[src/rtl/mc_pkg.sv]
// Shared encodings for the multicycle MIPS controller:
// state codes, opcodes, funct fields and ALU control values.
package mc_pkg;

  typedef enum logic [3:0] {
    S_FETCH   = 4'd0,
    S_DECODE  = 4'd1,
    S_MEMADR  = 4'd2,
    S_MEMRD   = 4'd3,
    S_MEMWB   = 4'd4,
    S_MEMWR   = 4'd5,
    S_EXECUTE = 4'd6,
    S_ALUWB   = 4'd7,
    S_BRANCH  = 4'd8,
    S_ADDIEX  = 4'd9,
    S_ADDIWB  = 4'd10,
    S_JUMP    = 4'd11,
    S_BNE     = 4'd12
  } state_t;

  typedef enum logic [1:0] {
    AOP_ADD   = 2'b00,
    AOP_SUB   = 2'b01,
    AOP_FUNCT = 2'b10
  } aluop_t;

  localparam logic [5:0] OP_RTYPE = 6'b000000;
  localparam logic [5:0] OP_LW    = 6'b100011;
  localparam logic [5:0] OP_SW    = 6'b101011;
  localparam logic [5:0] OP_BEQ   = 6'b000100;
  localparam logic [5:0] OP_ADDI  = 6'b001000;
  localparam logic [5:0] OP_J     = 6'b000010;
  localparam logic [5:0] OP_BNE   = 6'b000101;

  localparam logic [5:0] F_ADD = 6'b100000;
  localparam logic [5:0] F_SUB = 6'b100010;
  localparam logic [5:0] F_AND = 6'b100100;
  localparam logic [5:0] F_OR  = 6'b100101;
  localparam logic [5:0] F_SLT = 6'b101010;

  localparam logic [3:0] ALU_ADD = 4'b0010;
  localparam logic [3:0] ALU_SUB = 4'b0110;
  localparam logic [3:0] ALU_AND = 4'b0000;
  localparam logic [3:0] ALU_OR  = 4'b0001;
  localparam logic [3:0] ALU_SLT = 4'b0111;

endpackage

[src/rtl/mc_aludec.sv]
// ALU decoder: fixed add/sub from the FSM, or funct-driven
// operation for R-type execute. Unknown funct falls back to add.
module mc_aludec
  import mc_pkg::*;
#(
  parameter int OPW = 6,
  parameter int ACW = 4
) (
  input  aluop_t         aluop,
  input  logic [OPW-1:0] funct,
  output logic [ACW-1:0] alucontrol
);

  always_comb begin
    alucontrol = ACW'(ALU_ADD);
    case (aluop)
      AOP_SUB: alucontrol = ACW'(ALU_SUB);
      AOP_FUNCT: begin
        case (funct)
          F_SUB:   alucontrol = ACW'(ALU_SUB);
          F_AND:   alucontrol = ACW'(ALU_AND);
          F_OR:    alucontrol = ACW'(ALU_OR);
          F_SLT:   alucontrol = ACW'(ALU_SLT);
          default: alucontrol = ACW'(ALU_ADD);
        endcase
      end
      default: alucontrol = ACW'(ALU_ADD);
    endcase
  end

endmodule

[src/rtl/multicycle_controller.sv]
// Moore FSM for the multicycle MIPS datapath with memory-ready stalls.
// Define MULTICYCLE_BNE_EN to add the BNE state (code 12).
module multicycle_controller
  import mc_pkg::*;
#(
  parameter int OPW = 6,
  parameter int ACW = 4
) (
  input  logic           clk,
  input  logic           reset,
  input  logic [OPW-1:0] op,
  input  logic [OPW-1:0] funct,
  input  logic           zero,
  input  logic           mem_ready,
  output logic           iord,
  output logic           irwrite,
  output logic           pcen,
  output logic           alusrca,
  output logic [1:0]     alusrcb,
  output logic [1:0]     pcsrc,
  output logic           regdst,
  output logic           memtoreg,
  output logic           regwrite,
  output logic           memwrite,
  output logic           mem_req,
  output logic [ACW-1:0] alucontrol,
  output logic [3:0]     state
);

  logic [3:0] state_q, state_d;
  logic       irw, rw, mw, mreq;
  logic       pcwrite, branch, bne;
  aluop_t     aluop;

  always_ff @(posedge clk) begin
    if (reset) state_q <= S_FETCH;
    else       state_q <= state_d;
  end

  always_comb begin
    state_d = S_FETCH;
    case (state_q)
      S_FETCH:  state_d = mem_ready ? S_DECODE : S_FETCH;
      S_DECODE: begin
        case (op)
          OP_LW, OP_SW: state_d = S_MEMADR;
          OP_RTYPE:     state_d = S_EXECUTE;
          OP_BEQ:       state_d = S_BRANCH;
          OP_ADDI:      state_d = S_ADDIEX;
          OP_J:         state_d = S_JUMP;
`ifdef MULTICYCLE_BNE_EN
          OP_BNE:       state_d = S_BNE;
`endif
          default:      state_d = S_FETCH;
        endcase
      end
      S_MEMADR:  state_d = (op == OP_SW) ? S_MEMWR : S_MEMRD;
      S_MEMRD:   state_d = mem_ready ? S_MEMWB : S_MEMRD;
      S_MEMWR:   state_d = mem_ready ? S_FETCH : S_MEMWR;
      S_EXECUTE: state_d = S_ALUWB;
      S_ADDIEX:  state_d = S_ADDIWB;
      default:   state_d = S_FETCH;
    endcase
  end

  always_comb begin
    iord     = 1'b0;
    alusrca  = 1'b0;
    alusrcb  = 2'b00;
    pcsrc    = 2'b00;
    regdst   = 1'b0;
    memtoreg = 1'b0;
    irw      = 1'b0;
    rw       = 1'b0;
    mw       = 1'b0;
    mreq     = 1'b0;
    pcwrite  = 1'b0;
    branch   = 1'b0;
    bne      = 1'b0;
    aluop    = AOP_ADD;
    case (state_q)
      S_FETCH: begin
        mreq    = 1'b1;
        alusrcb = 2'b01;
        irw     = mem_ready;
        pcwrite = mem_ready;
      end
      S_DECODE: alusrcb = 2'b11;
      S_MEMADR: begin
        alusrca = 1'b1;
        alusrcb = 2'b10;
      end
      S_MEMRD: begin
        mreq = 1'b1;
        iord = 1'b1;
      end
      S_MEMWB: begin
        memtoreg = 1'b1;
        rw       = 1'b1;
      end
      S_MEMWR: begin
        mreq = 1'b1;
        iord = 1'b1;
        mw   = mem_ready;
      end
      S_EXECUTE: begin
        alusrca = 1'b1;
        aluop   = AOP_FUNCT;
      end
      S_ALUWB: begin
        regdst = 1'b1;
        rw     = 1'b1;
      end
      S_BRANCH: begin
        alusrca = 1'b1;
        aluop   = AOP_SUB;
        branch  = 1'b1;
        pcsrc   = 2'b01;
      end
      S_ADDIEX: begin
        alusrca = 1'b1;
        alusrcb = 2'b10;
      end
      S_ADDIWB: rw = 1'b1;
      S_JUMP: begin
        pcsrc   = 2'b10;
        pcwrite = 1'b1;
      end
`ifdef MULTICYCLE_BNE_EN
      S_BNE: begin
        alusrca = 1'b1;
        aluop   = AOP_SUB;
        bne     = 1'b1;
        pcsrc   = 2'b01;
      end
`endif
      default: ;
    endcase
  end

  // Reset masks every enable so an aborted instruction cannot commit.
  assign irwrite  = irw & ~reset;
  assign regwrite = rw & ~reset;
  assign memwrite = mw & ~reset;
  assign mem_req  = mreq & ~reset;
  assign pcen     = (pcwrite | (branch & zero) | (bne & ~zero)) & ~reset;
  assign state    = state_q;

  mc_aludec #(
    .OPW(OPW),
    .ACW(ACW)
  ) u_aludec (
    .aluop     (aluop),
    .funct     (funct),
    .alucontrol(alucontrol)
  );

endmodule
[config.mk]
export PLATFORM = sky130hd
export DESIGN_NAME = multicycle_controller
export DESIGN_NICKNAME = d
export VERILOG_FILES = /design/src/rtl/mc_pkg.sv /design/src/rtl/mc_aludec.sv /design/src/rtl/multicycle_controller.sv
export SDC_FILE = /design/constraint.sdc
export NUM_CORES = 1
export LEC_CHECK = 0
export CAP_MARGIN = 20
export CORE_UTILIZATION = 30
export DETAILED_ROUTE_END_ITERATION = 12
export GPL_TIMING_DRIVEN = 1
export PLACE_DENSITY = 0.75
export SKIP_CTS_REPAIR_TIMING = 1
export SYNTH_ARGS = -nofsm -noshare
export SYNTH_HDL_FRONTEND = slang
export SYNTH_SLANG_ARGS = --single-unit
[constraint.sdc]
create_clock -name clk -period 3.8 [get_ports clk]
set_input_delay 0.95 -clock clk [delete_from_list [all_inputs] [get_ports clk]]
set_output_delay 0.95 -clock clk [all_outputs]
set_load 0.005 [all_outputs]
## After elaboration in Yosys (flattened, before gate mapping)

Index checks and enable logic that the tools add are counted.

| word-level totals | value |
|---|---|
| logic and storage cells | 60 |
| input port bits | 16 |
| register bits after elaboration | 4 |
| output and inout port bits | 21 |

| cells by class | value |
|---|---|
| reductions and logical operators | 8 |
| equal/unequal tests | 22 |
| muxes and demuxes | 21 |
| bitwise logic cells | 8 |

Operators with widths:

| cell | count |
|---|---|
| == test 6 bit (second input constant) | 6 |
| one-hot mux 4 bit (7 select lines) | 1 |
| one-hot mux 4 bit (5 select lines) | 1 |
| == test 4 x 3 -> 1 bit (second input constant) | 4 |
| == test 4 bit (second input constant) | 4 |
| one-hot mux 3 bit (4 select lines) | 1 |
| two-way mux 1 bit | 10 |
| two-way mux 3 bit | 3 |
| == test 4 x 2 -> 1 bit (second input constant) | 2 |
| one-hot mux 2 bit (2 select lines) | 2 |
| one-hot mux 4 bit (2 select lines) | 1 |
| AND 1 bit | 6 |
| == test 6 x 2 -> 1 bit (second input constant) | 1 |
| == test 6 x 3 -> 1 bit (second input constant) | 1 |
| == test 6 x 4 -> 1 bit (second input constant) | 1 |
| logical NOT 6 bit | 1 |
| one-hot mux 2 bit (3 select lines) | 1 |
| OR reduction 2 bit | 3 |
| OR reduction 3 bit | 2 |
| == test 4 x 1 -> 1 bit (second input constant) | 1 |
| logical NOT 4 bit | 1 |
| OR reduction 4 bit | 1 |
| == test 2 x 1 -> 1 bit (second input constant) | 1 |
| == test 2 bit (second input constant) | 1 |
| 3 further kinds | 3 |

## Depth between registers and ports, before layout

Gate-level depths: netlist of run 1.

| logic depth | value |
|---|---|
| depth after elaboration | 5 |
| depth in mapped cells | 7 |
| depth with buffers taken out | 6 |

## Modules after synthesis

A second synthesis of run 1 with hierarchy kept.

| second synthesis, totals | value |
|---|---|
| cells, all modules | 93 |
| area total of the unflattened synthesis | 644.4 um^2 |

Modules (own cells, without submodules):

| module | area an instance (um^2) | seq. area each (um^2) | cells each | instances |
|---|---|---|---|---|
| multicycle_controller | 514.2 | 80.1 | 76 | 1 |
| mc_aludec | 130.1 | 0.0 | 17 | 1 |

## Least setup slack after synthesis of run 1

OpenSTA, ideal clock, no wires.

| path | value |
|---|---|
| kind | reg-to-output |
| start point | reg state_q[3], in the netlist state[3] |
| end point | out alucontrol[2] |
| arrival | 1672 ps |
| buffers on the path | 1 |
| stages on the path, launching flop included | 7 |
| setup slack | 1178 ps |
| data required time | 2850 ps |
| path through | dfxtp_1 -> clkbuf_1 -> nor2b_1 -> nand2_1 -> ha_1 -> nand4b_1 -> o41ai_1 |

| between the ends | value |
|---|---|
| cells in the longest elaborated chain, start to end | 4 |
| elaborated cells between the ends (all ways) | 6 |
| those cells by class | 4 x eq/ne; 2 x mux |

Ends and longest elaborated chain:

| what | RTL line | RTL |
|---|---|---|
| from (decl) | multicycle_controller.sv:30 | `logic [3:0] state_q, state_d;` |
| from (signal assigned) | multicycle_controller.sv:37 | `else state_q <= state_d;` |
| == test 4 bit / == test 4 x 3 -> 1 bit (equally long branches) | multicycle_controller.sv:81 | `case (state_q)` |
| one-hot mux 2 bit (2 select lines) * | multicycle_controller.sv:81 |  |
| == test 2 bit / == test 2 x 1 -> 1 bit (equally long branches) | mc_aludec.sv:16 | `case (aluop)` |
| one-hot mux 4 bit (2 select lines) * | mc_aludec.sv:16 |  |
| to (decl) | multicycle_controller.sv:26 | `output logic [ACW-1:0] alucontrol,` |

Every way passes the cells marked *; elsewhere a longest branch is shown, timed or not.

## Worst setup path after layout of run 1

| path | value |
|---|---|
| start point | in mem_ready |
| end point | out pcen |

| between the ends | value |
|---|---|
| cells in the longest elaborated chain, start to end | 3 |

Ends and longest elaborated chain:

| what | RTL line | RTL |
|---|---|---|
| from (decl) | multicycle_controller.sv:14 | `input logic mem_ready,` |
| one-hot mux 1 bit (2 select lines) | multicycle_controller.sv:81 |  |
| bitwise OR 1 bit | multicycle_controller.sv:146 | `assign pcen = (pcwrite \| (branch & zero) \| (bne & ~zero)) & ~reset;` |
| AND 1 bit | multicycle_controller.sv:146 |  |
| to (decl) | multicycle_controller.sv:17 | `output logic pcen,` |

No other way between the ends.

==> out/qor.csv, run 1 <==
metric,value,unit
"Clk Latency, worst-skew pair",230,ps
status,completed,
Largest register FFs,4,
Port Buffers,35,
final antenna-violating net count,0,
Area growth syn-to-layout,61.6,%
ys flop type,dfxtp_1,
number of synthesized register bits,4,
total negative slack,0,ps
Final Max Tran Viols,0,
DR vias,830,
Root Driver,clkbuf_4,
Setup WS pre-CTS,358,ps
chip height,49.0,um
"Slowest-stage cell, CP",clkdlybuf4s50_1,
CP Max Fanout,6,
Critical Path Source Type,input port,
# rows,16,
Pwr Density,155,nW/um^2
post-route cell area,1070,um^2
most used cell along the critical path,clkdlybuf4s50_1,
die area,2400,um^2
cells after synthesis,96,
clock sinks,4,
"commonest non-fill, non-tap cell in the layout",clkdlybuf4s50_1,
crit end category,output pin,
Diodes inserted,0,
GRT Util Overall,0.172,
drt drc,0,
synth warn,0,
FMAX,291,MHz
most frequent cells in the layout,"clkdlybuf4s50_1 (35), nor2_1 (10), nand2_1 (8)",
initial core utilization,0.327,
Core Region,2020,um^2
CTS tree,yes,
Worst Path Required,2850,ps
Chip Width,49.0,um
fin crit period,3440,ps
final worst slack,363,ps
critical path's largest stage delay,570,ps
Post-Synthesis Cell Area,662,um^2
routed wire length,1930,um
Wirelength per Cell,12.0,um
Layout Nets,154,
Lkg Pwr,0.373,nW
number of synthesized flops with an enable pin,0,
dpl hpwl,1530,um
RSZ-0062 raised after global routing,no,
Final Util,0.529,
post-synthesis async set-or-reset flop share,0,
CTS Buf Count,3,
met2 wire length,956,um
global-route wire length before repair,3350,um
worst path cell trace,clkdlybuf4s50_1 -> nand2_1 -> mux2_2 -> nor3_2 -> clkdlybuf4s50_1,
Highest Signal Layer,met3,
final number of setup-violating endpoints,0,
gr ovfl total,0,
Peak VDD IR,0.178,mV
met3 WL,94,um
Post-Syn Nets,115,
power consumption,0.000166,W
syn_area_per_cell,6.89,um^2
worst setup path class,in -> out,
largest net degree at the start of global routing,18,
Routed met1 length,876,um
antenna violations before repair,0,
post-synth cell types,41,
Initial DRT Pass Iterations,4,
Vias per Instance,5.19,
CTS Buffer Depth,2,
Placed Area,1050,um^2
final period utilization,0.905,
Fin. Hold Viols,0,
share of post-route cells with drive strength above 1,0.0977,
Fin Clk Skew,2.52,ps
Placer Congestion,0.804,
Hold Crit Class,reg -> reg,
clock slew at reported path FFs,40,ps
vias in the first global route,784,
CP Data Arrival Time,2490,ps
CTS H-tree depth,1,
maxcap violations,0,
sequential share of the synthesized area,0.121,
DRT iter0 DRCs,22,
I/O pins,37,
final timing paths:
path	startpoint	endpoint	slack, ps	cells past startpoint
min	state[2]$_SDFF_PP0_	state[1]$_SDFF_PP0_	640	2
max reg2reg	state[2]$_SDFF_PP0_	state[3]$_SDFF_PP0_	2330	5
max	mem_ready	pcen	360	5
min reg2reg	state[2]$_SDFF_PP0_	state[1]$_SDFF_PP0_	640	2
layout make-up:
class	count	area, um^2
clock buffers	3	22.5
flip-flops and latches	4	80.1
well taps	27	33.8
repair buffers	39	380
inverters	3	11.3
fillers	202	952
multi-input cells	84	542
cell families after synthesis:
logic type               share of synthesized area
multiplexers                                0.0321
AND/OR/NAND/NOR                              0.491
buffers and inverters                       0.0605
XOR/XNOR                                    0.0265
flip-flops                                   0.121
adder cells (fa/ha/maj)                     0.0567
other                                      0.00567
AO/OA/AOI/OAI                                0.206
critical path, delay by kind of cell:
family	cells	cell delay, ps
simple gates	2	180
buf+inv	2	1080
mux	1	270
metal layers:
layer	GRT usage	vias to the layer above
li1	-	422
met1	0.213	375
met2	0.306	33
met3	0.0249	0
met4	0.0490	0
met5	0	-
cells in the mapped netlist, types with 2 or more instances:
library cell	count	area [um^2]
nor4_1	2	12.5
or2_1	2	12.5
nand3_1	3	15.0
buf_2	2	10.0
nor3_1	5	25.0
a21oi_1	7	35.0
nor2_1	10	37.5
inv_1	2	7.51
ha_1	3	37.5
nor3b_1	3	22.5
buf_4	2	15.0
o21ai_0	3	15.0
nand2_1	8	30.0
nand2b_1	6	37.5
xnor2_1	2	17.5
nand3b_1	4	30.0
dfxtp_1	4	80.1
nor2b_1	5	31.3
power by group:
part	switching [W]	total [W]	internal, W
sequential	0.000000692	0.0000444	0.0000437
clock	0.0000163	0.0000516	0.0000353
combinational	0.0000307	0.0000702	0.0000395
total	0.0000477	0.000166	0.000118
stage by stage:
| stage | instances | hold slack, ps |
|---|---|---|
| 6_report | 160 | 638 |
| 5_1_grt | 160 | 666 |
| 4_1_cts | 160 | 628 |
| 3_5_place_dp | 157 | 618 |
| 3_3_place_gp | 157 | 619 |
| 2_1_floorplan | 96 | 678 |
(Power assumes the default switching activity.)
==> run 2: changes to the inputs <==
HOLD_SLACK_MARGIN = 0.08   (was unset)
SLEW_MARGIN = 25   (was unset)
==> results of run 2 <==
No change in the layout: final DEF, timing and power equal those of run 1.
